File: src/rtl/io_channel_target_if.sv
// XT I/O channel signals as seen between the chipset and an expansion target.
// The chipset drives address/strobes/write data; the target answers with data and ready.
interface io_channel_target_if;
  logic [19:0] address;
  logic        address_enable_n;
  logic        io_read_n;
  logic        io_write_n;
  logic [7:0]  data_bus_in;
  logic [7:0]  data_bus_out;
  logic        data_bus_out_enable;
  logic        io_channel_ready;

  modport master (
    output address,
    output address_enable_n,
    output io_read_n,
    output io_write_n,
    output data_bus_in,
    input  data_bus_out,
    input  data_bus_out_enable,
    input  io_channel_ready
  );

  modport slave (
    input  address,
    input  address_enable_n,
    input  io_read_n,
    input  io_write_n,
    input  data_bus_in,
    output data_bus_out,
    output data_bus_out_enable,
    output io_channel_ready
  );
endinterface

File: src/rtl/io_channel_target.sv
// XT I/O channel target: decodes a port window, stretches the cycle with
// io_channel_ready and hands each access to a local device via req/ack.
module io_channel_target #(
  parameter logic [9:0] BASE_ADDRESS = 10'h300,
  parameter int PORT_BITS = 4,
  parameter int MIN_WAIT  = 2,
  parameter int TIMEOUT   = 64
) (
  input  logic                 clock,
  input  logic                 reset,
  io_channel_target_if.slave   chan,
  output logic                 local_request,
  output logic                 local_write,
  output logic [PORT_BITS-1:0] local_address,
  output logic [7:0]           local_write_data,
  input  logic [7:0]           local_read_data,
  input  logic                 local_acknowledge,
  output logic                 timeout_pulse
);

  localparam int CW = $clog2(TIMEOUT);
  localparam logic [CW-1:0] CNT_MAX  = CW'(TIMEOUT - 1);
  localparam logic [CW-1:0] MIN_LAST = CW'(MIN_WAIT - 1);

  typedef enum logic [1:0] {
    IDLE,
    REQUEST,
    HOLD
  } state_t;

  state_t               state, state_n;
  logic                 prev_rd_n, prev_wr_n;
  logic [CW-1:0]        cnt, cnt_n;
  logic                 ack_seen, ack_seen_n;
  logic [7:0]           read_reg, read_reg_n;
  logic                 req_n, write_n, tp_n;
  logic [PORT_BITS-1:0] addr_n;
  logic [7:0]           wdata_n;

  logic hit, rd_start, wr_start, start;
  logic strobe_up, ack, done, expired;

  assign hit = chan.address_enable_n &
               (chan.address[9:PORT_BITS] == BASE_ADDRESS[9:PORT_BITS]);
  assign rd_start = prev_rd_n & ~chan.io_read_n & chan.io_write_n;
  assign wr_start = prev_wr_n & ~chan.io_write_n & chan.io_read_n;
  assign start = hit & (rd_start | wr_start);

  // Abort watches the live strobe of the access in flight.
  assign strobe_up = local_write ? chan.io_write_n : chan.io_read_n;
  assign ack = local_acknowledge & local_request;
  assign done = (ack_seen | ack) & (cnt >= MIN_LAST);
  assign expired = ~ack_seen & ~ack & (cnt == CNT_MAX);

  always_comb begin
    state_n    = state;
    cnt_n      = cnt;
    ack_seen_n = ack_seen;
    read_reg_n = read_reg;
    req_n      = local_request;
    write_n    = local_write;
    addr_n     = local_address;
    wdata_n    = local_write_data;
    tp_n       = 1'b0;
    unique case (state)
      IDLE: begin
        if (start) begin
          addr_n     = chan.address[PORT_BITS-1:0];
          write_n    = wr_start;
          if (wr_start) wdata_n = chan.data_bus_in;
          cnt_n      = '0;
          ack_seen_n = 1'b0;
          read_reg_n = 8'hFF;
          req_n      = 1'b1;
          state_n    = REQUEST;
        end
      end
      REQUEST: begin
        if (strobe_up) begin
          req_n   = 1'b0;
          state_n = IDLE;
        end else begin
          if (cnt != CNT_MAX) cnt_n = cnt + CW'(1);
          if (ack) begin
            req_n      = 1'b0;
            ack_seen_n = 1'b1;
            if (!local_write) read_reg_n = local_read_data;
          end
          if (done) begin
            state_n = HOLD;
          end else if (expired) begin
            read_reg_n = 8'hFF;
            tp_n       = 1'b1;
            req_n      = 1'b0;
            state_n    = HOLD;
          end
        end
      end
      HOLD: begin
        if (prev_rd_n && prev_wr_n) state_n = IDLE;
      end
      default: state_n = IDLE;
    endcase
  end

  always_ff @(posedge clock) begin
    if (reset) begin
      state            <= IDLE;
      prev_rd_n        <= 1'b1;
      prev_wr_n        <= 1'b1;
      cnt              <= '0;
      ack_seen         <= 1'b0;
      read_reg         <= 8'hFF;
      local_request    <= 1'b0;
      local_write      <= 1'b0;
      local_address    <= '0;
      local_write_data <= 8'h00;
      timeout_pulse    <= 1'b0;
    end else begin
      state            <= state_n;
      prev_rd_n        <= chan.io_read_n;
      prev_wr_n        <= chan.io_write_n;
      cnt              <= cnt_n;
      ack_seen         <= ack_seen_n;
      read_reg         <= read_reg_n;
      local_request    <= req_n;
      local_write      <= write_n;
      local_address    <= addr_n;
      local_write_data <= wdata_n;
      timeout_pulse    <= tp_n;
    end
  end

  assign chan.io_channel_ready = (state != REQUEST);
  assign chan.data_bus_out = read_reg;
  assign chan.data_bus_out_enable = (state != IDLE) & ~local_write &
                                    ~chan.io_read_n;

endmodule

File: src/flat_wrapper.sv
// flat-port wrapper written by rule: the top's interface ports become plain ports
module io_channel_target_flat 
#(
  parameter logic [9:0] BASE_ADDRESS = 10'h300,
  parameter int PORT_BITS = 4,
  parameter int MIN_WAIT  = 2,
  parameter int TIMEOUT   = 64
)
  (clock, reset, local_request, local_write, local_address, local_write_data, local_read_data, local_acknowledge, timeout_pulse, chan_address, chan_address_enable_n, chan_io_read_n, chan_io_write_n, chan_data_bus_in, chan_data_bus_out, chan_data_bus_out_enable, chan_io_channel_ready);
  io_channel_target_if chan_i ();
  input  logic clock;
  input  logic reset;
  output logic local_request;
  output logic local_write;
  output logic [PORT_BITS-1:0] local_address;
  output logic [7:0] local_write_data;
  input  logic [7:0] local_read_data;
  input  logic local_acknowledge;
  output logic timeout_pulse;
  input wire logic [$bits(chan_i.address)-1:0] chan_address;
  input wire logic [$bits(chan_i.address_enable_n)-1:0] chan_address_enable_n;
  input wire logic [$bits(chan_i.io_read_n)-1:0] chan_io_read_n;
  input wire logic [$bits(chan_i.io_write_n)-1:0] chan_io_write_n;
  input wire logic [$bits(chan_i.data_bus_in)-1:0] chan_data_bus_in;
  output wire logic [$bits(chan_i.data_bus_out)-1:0] chan_data_bus_out;
  output wire logic [$bits(chan_i.data_bus_out_enable)-1:0] chan_data_bus_out_enable;
  output wire logic [$bits(chan_i.io_channel_ready)-1:0] chan_io_channel_ready;
  assign chan_i.address = chan_address;
  assign chan_i.address_enable_n = chan_address_enable_n;
  assign chan_i.io_read_n = chan_io_read_n;
  assign chan_i.io_write_n = chan_io_write_n;
  assign chan_i.data_bus_in = chan_data_bus_in;
  assign chan_data_bus_out = chan_i.data_bus_out;
  assign chan_data_bus_out_enable = chan_i.data_bus_out_enable;
  assign chan_io_channel_ready = chan_i.io_channel_ready;
  io_channel_target #(.BASE_ADDRESS(BASE_ADDRESS), .PORT_BITS(PORT_BITS), .MIN_WAIT(MIN_WAIT), .TIMEOUT(TIMEOUT)) u_core (.clock(clock), .reset(reset), .chan(chan_i), .local_request(local_request), .local_write(local_write), .local_address(local_address), .local_write_data(local_write_data), .local_read_data(local_read_data), .local_acknowledge(local_acknowledge), .timeout_pulse(timeout_pulse));
endmodule
File: config.mk
export PLATFORM = sky130hd
export DESIGN_NAME = io_channel_target_flat
export DESIGN_NICKNAME = d
export VERILOG_FILES = /design/src/rtl/io_channel_target_if.sv /design/src/rtl/io_channel_target.sv /design/src/flat_wrapper.sv
export SDC_FILE = /design/constraint.sdc
export NUM_CORES = 1
export LEC_CHECK = 0
export ABC_AREA = 0
export BUFFER_PORTS_ARGS = -buffer_cell sky130_fd_sc_hd__buf_2
export CELL_PAD_IN_SITES_DETAIL_PLACEMENT = 0
export CELL_PAD_IN_SITES_GLOBAL_PLACEMENT = 1
export CORE_ASPECT_RATIO = 1.5
export CORE_MARGIN = 5
export CORE_UTILIZATION = 38
export CTS_CLUSTER_SIZE = 10
export DETAILED_ROUTE_END_ITERATION = 10
export GPL_TIMING_DRIVEN = 0
export HOLD_SLACK_MARGIN = 0.05
export PLACE_DENSITY = 0.85
export SYNTH_ARGS = -nofsm -noshare
export SYNTH_HDL_FRONTEND = slang
export SYNTH_SLANG_ARGS = --single-unit
File: constraint.sdc
create_clock -name clock -period 3.35 [get_ports clock]
set_input_delay 0.67 -clock clock [delete_from_list [all_inputs] [get_ports clock]]
set_output_delay 0.67 -clock clock [all_outputs]
set_load 0.02 [all_outputs]
**After elaboration in Yosys (flattened, before gate mapping)**

Index checks and enable logic that the tools add are counted.

- $lt $le $gt $ge: 1
- Reduce and logical (&&, ||, !) cells: 12
- Multiplexer cells: 29
- Add/subtract/negate cells: 1
- Equality and inequality tests: 12
- Bitwise gates (word level): 20

Operators by type and width:

| cell | count |
|---|---|
| $mux 8 | 6 |
| $mux 6 | 3 |
| $pmux 8 s2 | 1 |
| $and 1x1->1 | 12 |
| $eq 6x6->1 const B | 2 |
| $pmux 6 s2 | 1 |
| $mux 1 | 10 |
| $mux 2 | 5 |
| $ne 2x1->1 const B | 5 |
| $reduce_and 3->1 | 3 |
| $reduce_and 4->1 | 2 |
| $add 6x1->6 const B | 1 |
| $ge 6x1->1 const B | 1 |
| $ne 6x6->1 const B | 1 |
| $not 1->1 | 6 |
| $pmux 2 s3 | 1 |
| $ne 4x1->1 const B | 1 |
| $pmux 1 s2 | 2 |
| $reduce_and 2->1 | 2 |
| $reduce_bool 2->1 | 2 |
| $reduce_or 4->1 | 1 |
| $eq 2x1->1 const B | 1 |
| $eq 2x2->1 const B | 1 |
| $logic_not 2->1 | 1 |
| 3 further kinds | 4 |

- Word-level logic and storage cells: 86
- Input port bits: 42
- Flip-flop bits (word level): 34
- Output and inout bits: 25

**Depth between registers and ports, before layout**

Gate-level depths: netlist of run 1.

- Depth in word-level cells: 8
- Depth in mapped cells: 6
- Mapped depth without buffers: 5

**Worst setup path before layout of run 1**

No wires, ideal clock.

- Kind: in2out
- Start point: in chan_io_read_n
- End point: out chan_data_bus_out_enable
- Buffers on the path: 0
- Setup slack: 1.525 ns
- Arrival: 1.155 ns
- Required time: 2.680 ns
- Cell stages on the path: 1
- Path through: nor3_1

- Cells in the longest elaborated chain, start to end: 2

Ends and longest elaborated chain:

| element | RTL line | source |
|---|---|---|
| from (decl) | flat_wrapper.sv:22 | `input wire logic [$bits(chan_i.io_read_n)-1:0] chan_io_read_n;` |
| $not 1->1 | io_channel_target.sv:137 | `~chan.io_read_n;` |
| $and 1x1->1 | io_channel_target.sv:136 | `assign chan.data_bus_out_enable = (state != IDLE) & ~local_write &` |
| to (decl) | flat_wrapper.sv:26 | `output wire logic [$bits(chan_i.data_bus_out_enable)-1:0] chan_data_bus_out_enable;` |

No other way between the ends.

**Final worst setup path of run 1**

- Start point: reg u_core.state[0]
- End point: out chan_io_channel_ready

- Cells in the longest elaborated chain, start to end: 1

Ends and longest elaborated chain:

| element | RTL line | source |
|---|---|---|
| from (decl) | io_channel_target.sv:31 | `state_t state, state_n;` |
| from (signal assigned) | io_channel_target.sv:120 | `state <= state_n;` |
| $ne 2x1->1 | io_channel_target.sv:134 | `assign chan.io_channel_ready = (state != REQUEST);` |
| to (decl) | flat_wrapper.sv:27 | `output wire logic [$bits(chan_i.io_channel_ready)-1:0] chan_io_channel_ready;` |

No other way between the ends.

==> results.txt, run 1 <==
MaxCap Viol Count = 0
Power Density = 346 nW/um^2
Post-synth ARST share = 0
RD Place Congestion = 0.775
setup tns final = 0 ns
htree depth = 2
Post-CTS Setup Inserts = 0
status = complete, no violations
row count = 29
DRC viols = 0
number of diodes = 0
Worst Clk Skew = 0.00222 ns
Seq cells post-synth = 34
TritonCTS clock tree = yes
synth top area cells = dfxtp_1 (40%), mux2i_1 (7.1%), mux2_2 (5.3%)
CTS buffer count = 5
crit path time final = 1.84 ns
# clock sinks = 34
class of the worst hold path = reg -> reg
synth warn = 0
largest net degree at the start of global routing = 11
hold_buf cts = 0
startpoint type of the worst setup path = register
DIE AREA = 5930 sq um
EDFF count, synth = 0
first-pass GRT wire length = 6420 um
Detailed Route WL = 3720 um
vias per cell = 5.41
initial antenna violation count = 0
crit path kind = reg -> out
initial cell density of the core = 0.397
num ports = 67
CP endpoint kind = primary output
Slew HR = 0.621
Post-CTS Resized = 0
Fmax = 544 MHz
P_leak = 0.914 nW
Synth area leader = dfxtp_1
fin crit share = 0.549
synthesized area per cell = 10.4 sq um
clk_lat worst skew = 0.28 ns
vias in the first global route = 1475
Die Wd = 64.6 um
GRT Util Overall = 0.135
Clock transition at path regs = 0.06 ns
share of layout cells above drive strength 1 = 0.409
Synth Net Count = 208
DPL Wire Length = 2880 um
routed length per instance = 13.7 um
GR Overflow Total = 0
Final nets = 271
clk buf depth = 2
Antenna Nets Post-Route = 0
Chip Height = 91.9 um
Starting DRT DRC Count = 45
Core Area = 4280 sq um
library cells used by synthesis = 46
required time of the critical path = 2.68 ns
# setup viols final = 0
RSZ-0062 raised after global routing = no
CP Data Arrival Time = 1.17 ns
Root Driver = clkbuf_8
post-synth top area share = 0.401
PortBufs = 56
Mapped Area = 1700 sq um
drt first pass iters = 4
Layout area overhead = 24.8%
Worst Path Max Fanout = 10
Max VDD drop = 268 uV
Cells after Synth = 163
Final Hold Violating Endpoints = 0
total power = 734 uW
top_reg_cell synth = dfxtp_1
register area share after synthesis = 0.401
Vias = 1467
fin. max-slew vios = 0
worst-margin pin slew = 0.568 ns
-- cell type report --
type	instances	area [sq um]
fillers	437	2160
flip-flops and latches	34	681
clock buffers	6	82.6
repair buffers	56	280
plain buffers	7	53.8
well taps	46	57.6
inverters	5	18.8
multi-input cells	117	945
-- worst paths after layout --
kind | start | end | slack (ns) | cells after the start
max reg2reg | u_core.cnt[0]$_SDFFE_PP0P_ | u_core.cnt[3]$_SDFFE_PP0P_ | 1.64 | 5
min | u_core.local_address[2]$_SDFFE_PP0P_ | u_core.local_address[2]$_SDFFE_PP0P_ | 0.49 | 2
max | u_core.state[0]$_SDFFE_PP0P_ | chan_io_channel_ready | 1.51 | 4
min reg2reg | u_core.local_address[2]$_SDFFE_PP0P_ | u_core.local_address[2]$_SDFFE_PP0P_ | 0.49 | 2
-- power breakdown --
part | internal (mW) | switching (mW) | leakage, nW
combinational | 0.0183 | 0.0186 | 0.597
sequential | 0.406 | 0.000796 | 0.275
clock | 0.158 | 0.132 | 0.0431
-- cells by family (layout without fill, tap and decap cells) --
family	after synthesis	in the layout	synth area share
adders and majority gates	3	3	0.0221
DFF	34	34	0.401
AOI/OAI and AO/OA	42	42	0.223
muxes	21	21	0.137
buffers and inverters	12	74	0.0427
and+or+nand+nor	51	51	0.175
-- state kept, by name, indices dropped and copies added (netlist names) --
register	count
u_core.local_request	1
u_core.ack_seen	1
u_core.chan.data_bus_out	8
u_core.cnt	6
u_core.local_address	4
u_core.local_write	1
u_core.timeout_pulse	1
u_core.local_write_data	8
u_core.prev_wr_n	1
u_core.state	2
u_core.prev_rd_n	1
-- placed cells by master (no fill, tap or decap), types with 2 or more instances in the layout --
| cell type | instances |
|---|---|
| buf_2 | 57 |
| dfxtp_1 | 34 |
| nor2_1 | 16 |
| mux2i_1 | 12 |
| nand2_1 | 10 |
| o21a_1 | 9 |
| mux2_2 | 8 |
| a311o_1 | 8 |
| a21oi_1 | 6 |
| clkbuf_8 | 6 |
| inv_1 | 5 |
| buf_6 | 3 |
| nor3_1 | 3 |
| ha_1 | 3 |
| nand2_4 | 2 |
| and3b_1 | 2 |
| nand3_2 | 2 |
| clkbuf_1 | 2 |
| a311oi_2 | 2 |
| nand4_1 | 2 |
| o21ai_0 | 2 |
| a21o_1 | 2 |
| a211oi_1 | 2 |
| a31oi_1 | 2 |
| or2_2 | 2 |
| nand3_1 | 2 |
-- metal layers --
layer  global-route usage  wire length [um]  up-vias
met4               0.0476                64        0
li1                     -                 -      739
met2                0.239              1800       57
met5                    0                 0        -
met1                0.145              1540      665
met3               0.0501               315        6
-- critical path: stages (launching register included) --
cell	delay (ns)
dfxtp_1	0.35
nor2b_2	0.16
buf_6	0.16
inv_1	0.07
buf_2	0.16
-- through the flow --
stage	instances	setup slack, ns	instance area [sq um]	hold slack [ns]	util
2_1_floorplan	163	1.53	1700	0.484	-
3_3_place_gp	265	1.34	2040	0.470	0.475
3_5_place_dp	265	1.35	2040	0.479	0.475
4_1_cts	271	1.49	2120	0.495	0.495
5_1_grt	271	1.44	2120	0.523	0.495
6_report	271	1.51	2120	0.487	0.495
-- synth_stat cells, types with 3 or more instances --
library cell / n
buf_6: 3
mux2i_1: 12
a21oi_1: 6
nor2_1: 16
dfxtp_1: 34
ha_1: 3
inv_1: 5
nand2_1: 10
mux2_2: 8
nor3_1: 3
o21a_1: 9
a311o_1: 8
(Power assumes the default switching activity.)
==> run 2: changes to the inputs <==
--- a/config.mk
+++ b/config.mk
@@ -11,12 +11,12 @@
 export CELL_PAD_IN_SITES_GLOBAL_PLACEMENT = 1
 export CORE_ASPECT_RATIO = 1.5
 export CORE_MARGIN = 5
-export CORE_UTILIZATION = 38
+export CORE_UTILIZATION = 32
 export CTS_CLUSTER_SIZE = 10
 export DETAILED_ROUTE_END_ITERATION = 10
 export GPL_TIMING_DRIVEN = 0
 export HOLD_SLACK_MARGIN = 0.05
-export PLACE_DENSITY = 0.85
+export PLACE_DENSITY = 0.77
 export SYNTH_ARGS = -nofsm -noshare
 export SYNTH_HDL_FRONTEND = slang
 export SYNTH_SLANG_ARGS = --single-unit
==> constraint.sdc (replaced) <==
create_clock -name clock -period 1.6 [get_ports clock]
set_input_delay 0.32 -clock clock [delete_from_list [all_inputs] [get_ports clock]]
set_output_delay 0.32 -clock clock [all_outputs]
set_load 0.02 [all_outputs]
==> run 2 against run 1 <==
Against the previous run:
- combinational power increased by 110%
- first-iteration DRC count decreased by 20%
- clock-buffer cell count decreased by 1
- clock power increased to 2.7 times the previous value
- sequential cell count unchanged
- utilization decreased by 6.1 points
- setup slack got worse by 1.4 ns
- hold slack got worse by 0.23 ns
- largest cell class unchanged
==> results.txt, run 2 (same netlist as run 1, synthesis figures left out) <==
status = complete, no violations
Antenna Nets Post-Route = 0 (unchanged)
Core Area = 5160 sq um (+21%)
Die Wd = 69.5 um (+7.6%)
fin. max-slew vios = 0 (unchanged)
CP endpoint kind = register
Net Switching = 354 uW (+130%)
routed length per instance = 13.1 um (-4.7%)
GR Overflow Total = 0 (unchanged)
Max VDD drop = 402 uV (+50%)
Cell Count, Final, Fillers Out = 298 (+10%)
Power Density = 758 nW/um^2 (+120%)
FF/Latch Area = 684 sq um (+0.55%)
RD Place Congestion = 0.728 (-6.1%)
row count = 32 (+10%)
fin crit share = 0.959
CP max stage cell = or4b_4
Slew HR = 0.611 (-0.00979)
worst-margin pin slew = 0.583 ns (+0.0147 ns)
commonest non-fill, non-tap cell in the layout = buf_2
sequential share of power = 0.500 (-0.054)
flop-to-flop setup slack = 0.07 ns (-1.57 ns)
DIE AREA = 6890 sq um (+16%)
initial antenna violation count = 0 (unchanged)
vias per cell = 4.90 (-9.5%)
number of diodes = 0 (unchanged)
Layout area overhead = 32.0%
TritonCTS clock tree = yes
required time of the critical path = 1.82 ns (-0.86 ns)
commonest cells after routing, fill and taps aside = buf_2 (58), dfxtp_1 (33), nor2_1 (15)
GRT Util Overall = 0.120 (-0.0147)
Vias = 1460 (-0.48%)
R2R Path End = u_core.local_request$_SDFFE_PP0P_
Layout Utilization = 0.434 (-0.0609)
P_leak = 0.967 nW (+5.8%)
Final WS setup = 0.0662 ns (-1.45 ns)
htree depth = 2 (unchanged)
DPL Wire Length = 2930 um (+1.8%)
crit path time final = 1.53 ns
Clock transition at path regs = 0.07 ns (about the same)
drt first pass iters = 4 (unchanged)
Hold EP = u_core.local_write_data[3]$_SDFFE_PP0P_
startpoint type of the worst setup path = register
area of the multi-input gates = 973 sq um (+3.0%)
Post-DP Area = 2060 sq um (+1.4%)
Post-Layout Inst Area = 2240 sq um (+5.8%)
Worst Clk Skew = 0.00353 ns (+0.00131 ns)
Final nets = 274 (+1.1%)
clk_lat worst skew = 0.29 ns (about the same)
Detailed Route WL = 3900 um (+4.8%)
clk buf depth = 2 (unchanged)
FF-to-FF path depth = 4 (-1)
clock group share of total power = 0.454 (+0.058)
PortBufs = 56 (unchanged)
class of the worst hold path = in -> reg
placed insts = 287 (+8.3%)
hold depth = 3 (+1)
share of layout cells above drive strength 1 = 0.443 (+0.0346)
Net Sw Frac = 0.209 (+0.00199)
internal power = 1.34 mW (+130%)
first-pass GRT wire length = 6710 um (+4.6%)
# clock sinks = 34 (unchanged)
crit path kind = reg -> reg
Root Driver = clkbuf_8
pre-CTS setup slack = -0.0934 ns (-1.44 ns)
FF-to-FF Start = u_core.local_write$_SDFFE_PP0P_
vias in the first global route = 1434 (-2.8%)
# fillers = 521 (+19%)
largest net degree at the start of global routing = 12 (+1)
CTS buffer count = 5 (unchanged)
num ports = 67 (unchanged)
total power = 1.70 mW (+130%)
Chip Height = 99.2 um (+8.0%)
DRC viols = 0 (unchanged)
Worst Path Max Fanout = 9 (-1)
Slowest Stage Delay on Critical Path = 0.53 ns (+0.18 ns)
Final Hold Violating Endpoints = 0 (unchanged)
initial cell density of the core = 0.329 (-0.0678)
# setup viols final = 0 (unchanged)
crit-path cells = mux2i_4 > nand2_4 > or4b_4 > a31oi_2
CP Data Arrival Time = 1.75 ns (+0.58 ns)
MaxCap Viol Count = 0 (unchanged)
hold_buf cts = 0 (unchanged)
worst hold start = chan_data_bus_in[3]
Gate power share = 0.047 (-0.003)
Starting DRT DRC Count = 36 (-20%)
Fmax = 652 MHz
run 2: worst max path at each step:
stage / startpoint / endpoint / slack, ns / depth (start not counted)
after floorplan: u_core.local_write$_SDFFE_PP0P_ / u_core.cnt[5]$_SDFFE_PP0P_ / 0.07 / 5
after global placement: u_core.cnt[0]$_SDFFE_PP0P_ / u_core.cnt[3]$_SDFFE_PP0P_ / -0.11 / 5
after detailed placement: u_core.cnt[0]$_SDFFE_PP0P_ / u_core.cnt[3]$_SDFFE_PP0P_ / -0.09 / 5
after CTS: u_core.local_write$_SDFFE_PP0P_ / u_core.cnt[5]$_SDFFE_PP0P_ / 0.002 / 5
after global routing: u_core.local_write$_SDFFE_PP0P_ / u_core.local_request$_SDFFE_PP0P_ / -0.0005 / 4
final: u_core.local_write$_SDFFE_PP0P_ / u_core.local_request$_SDFFE_PP0P_ / 0.07 / 4
run 2: power by group through the flow:
stage	clock, mW	sequential (mW)	combinational, mW
2_1_floorplan	0	0.870	0.0283
3_3_place_gp	0	0.870	0.0790
3_5_place_dp	0	0.870	0.0804
4_1_cts	0.803	0.850	0.0806
5_1_grt	0.840	0.849	0.0899
6_report	0.770	0.849	0.0792
run 2: critical path: cells and delay by family (launching register included):
| family | cells | cell delay [ns] |
|---|---|---|
| muxes | 1 | 0.26 |
| DFF | 1 | 0.39 |
| AOI/OAI and AO/OA | 1 | 0.16 |
| and+or+nand+nor | 2 | 0.65 |
run 2: area by class of cell:
cell class              instances  share of cell area
multi-input cells             117               0.434
clock buffers                   5              0.0307
flip-flops and latches         34               0.305
inverters                       5             0.00838
plain buffers                   7              0.0257
repair buffers                 59               0.140
well taps                      68              0.0380
clock inverters                 3              0.0179
run 2: metal layers:
metal | GRT usage | share of wire | up-vias
met1 | 0.131 | 0.40 | 668
met3 | 0.0394 | 0.066 | 6
met5 | 0 | 0 | -
met2 | 0.206 | 0.50 | 41
li1 | - | - | 745
met4 | 0.0632 | 0.024 | 0
run 2: metrics by stage:
stage	setup TNS, ns	hold WS [ns]
2_1_floorplan	0	0.424
3_3_place_gp	-0.618	0.473
3_5_place_dp	-0.707	0.484
4_1_cts	0	0.251
5_1_grt	-0.000533	0.263
6_report	0	0.262
run 2: repair_timing:
action	in CTS	in global routing
gates cloned	0	1
setup endpoints to repair	13	14
gates resized for setup	3	8
pin swaps	1	1
setup buffers	1	1
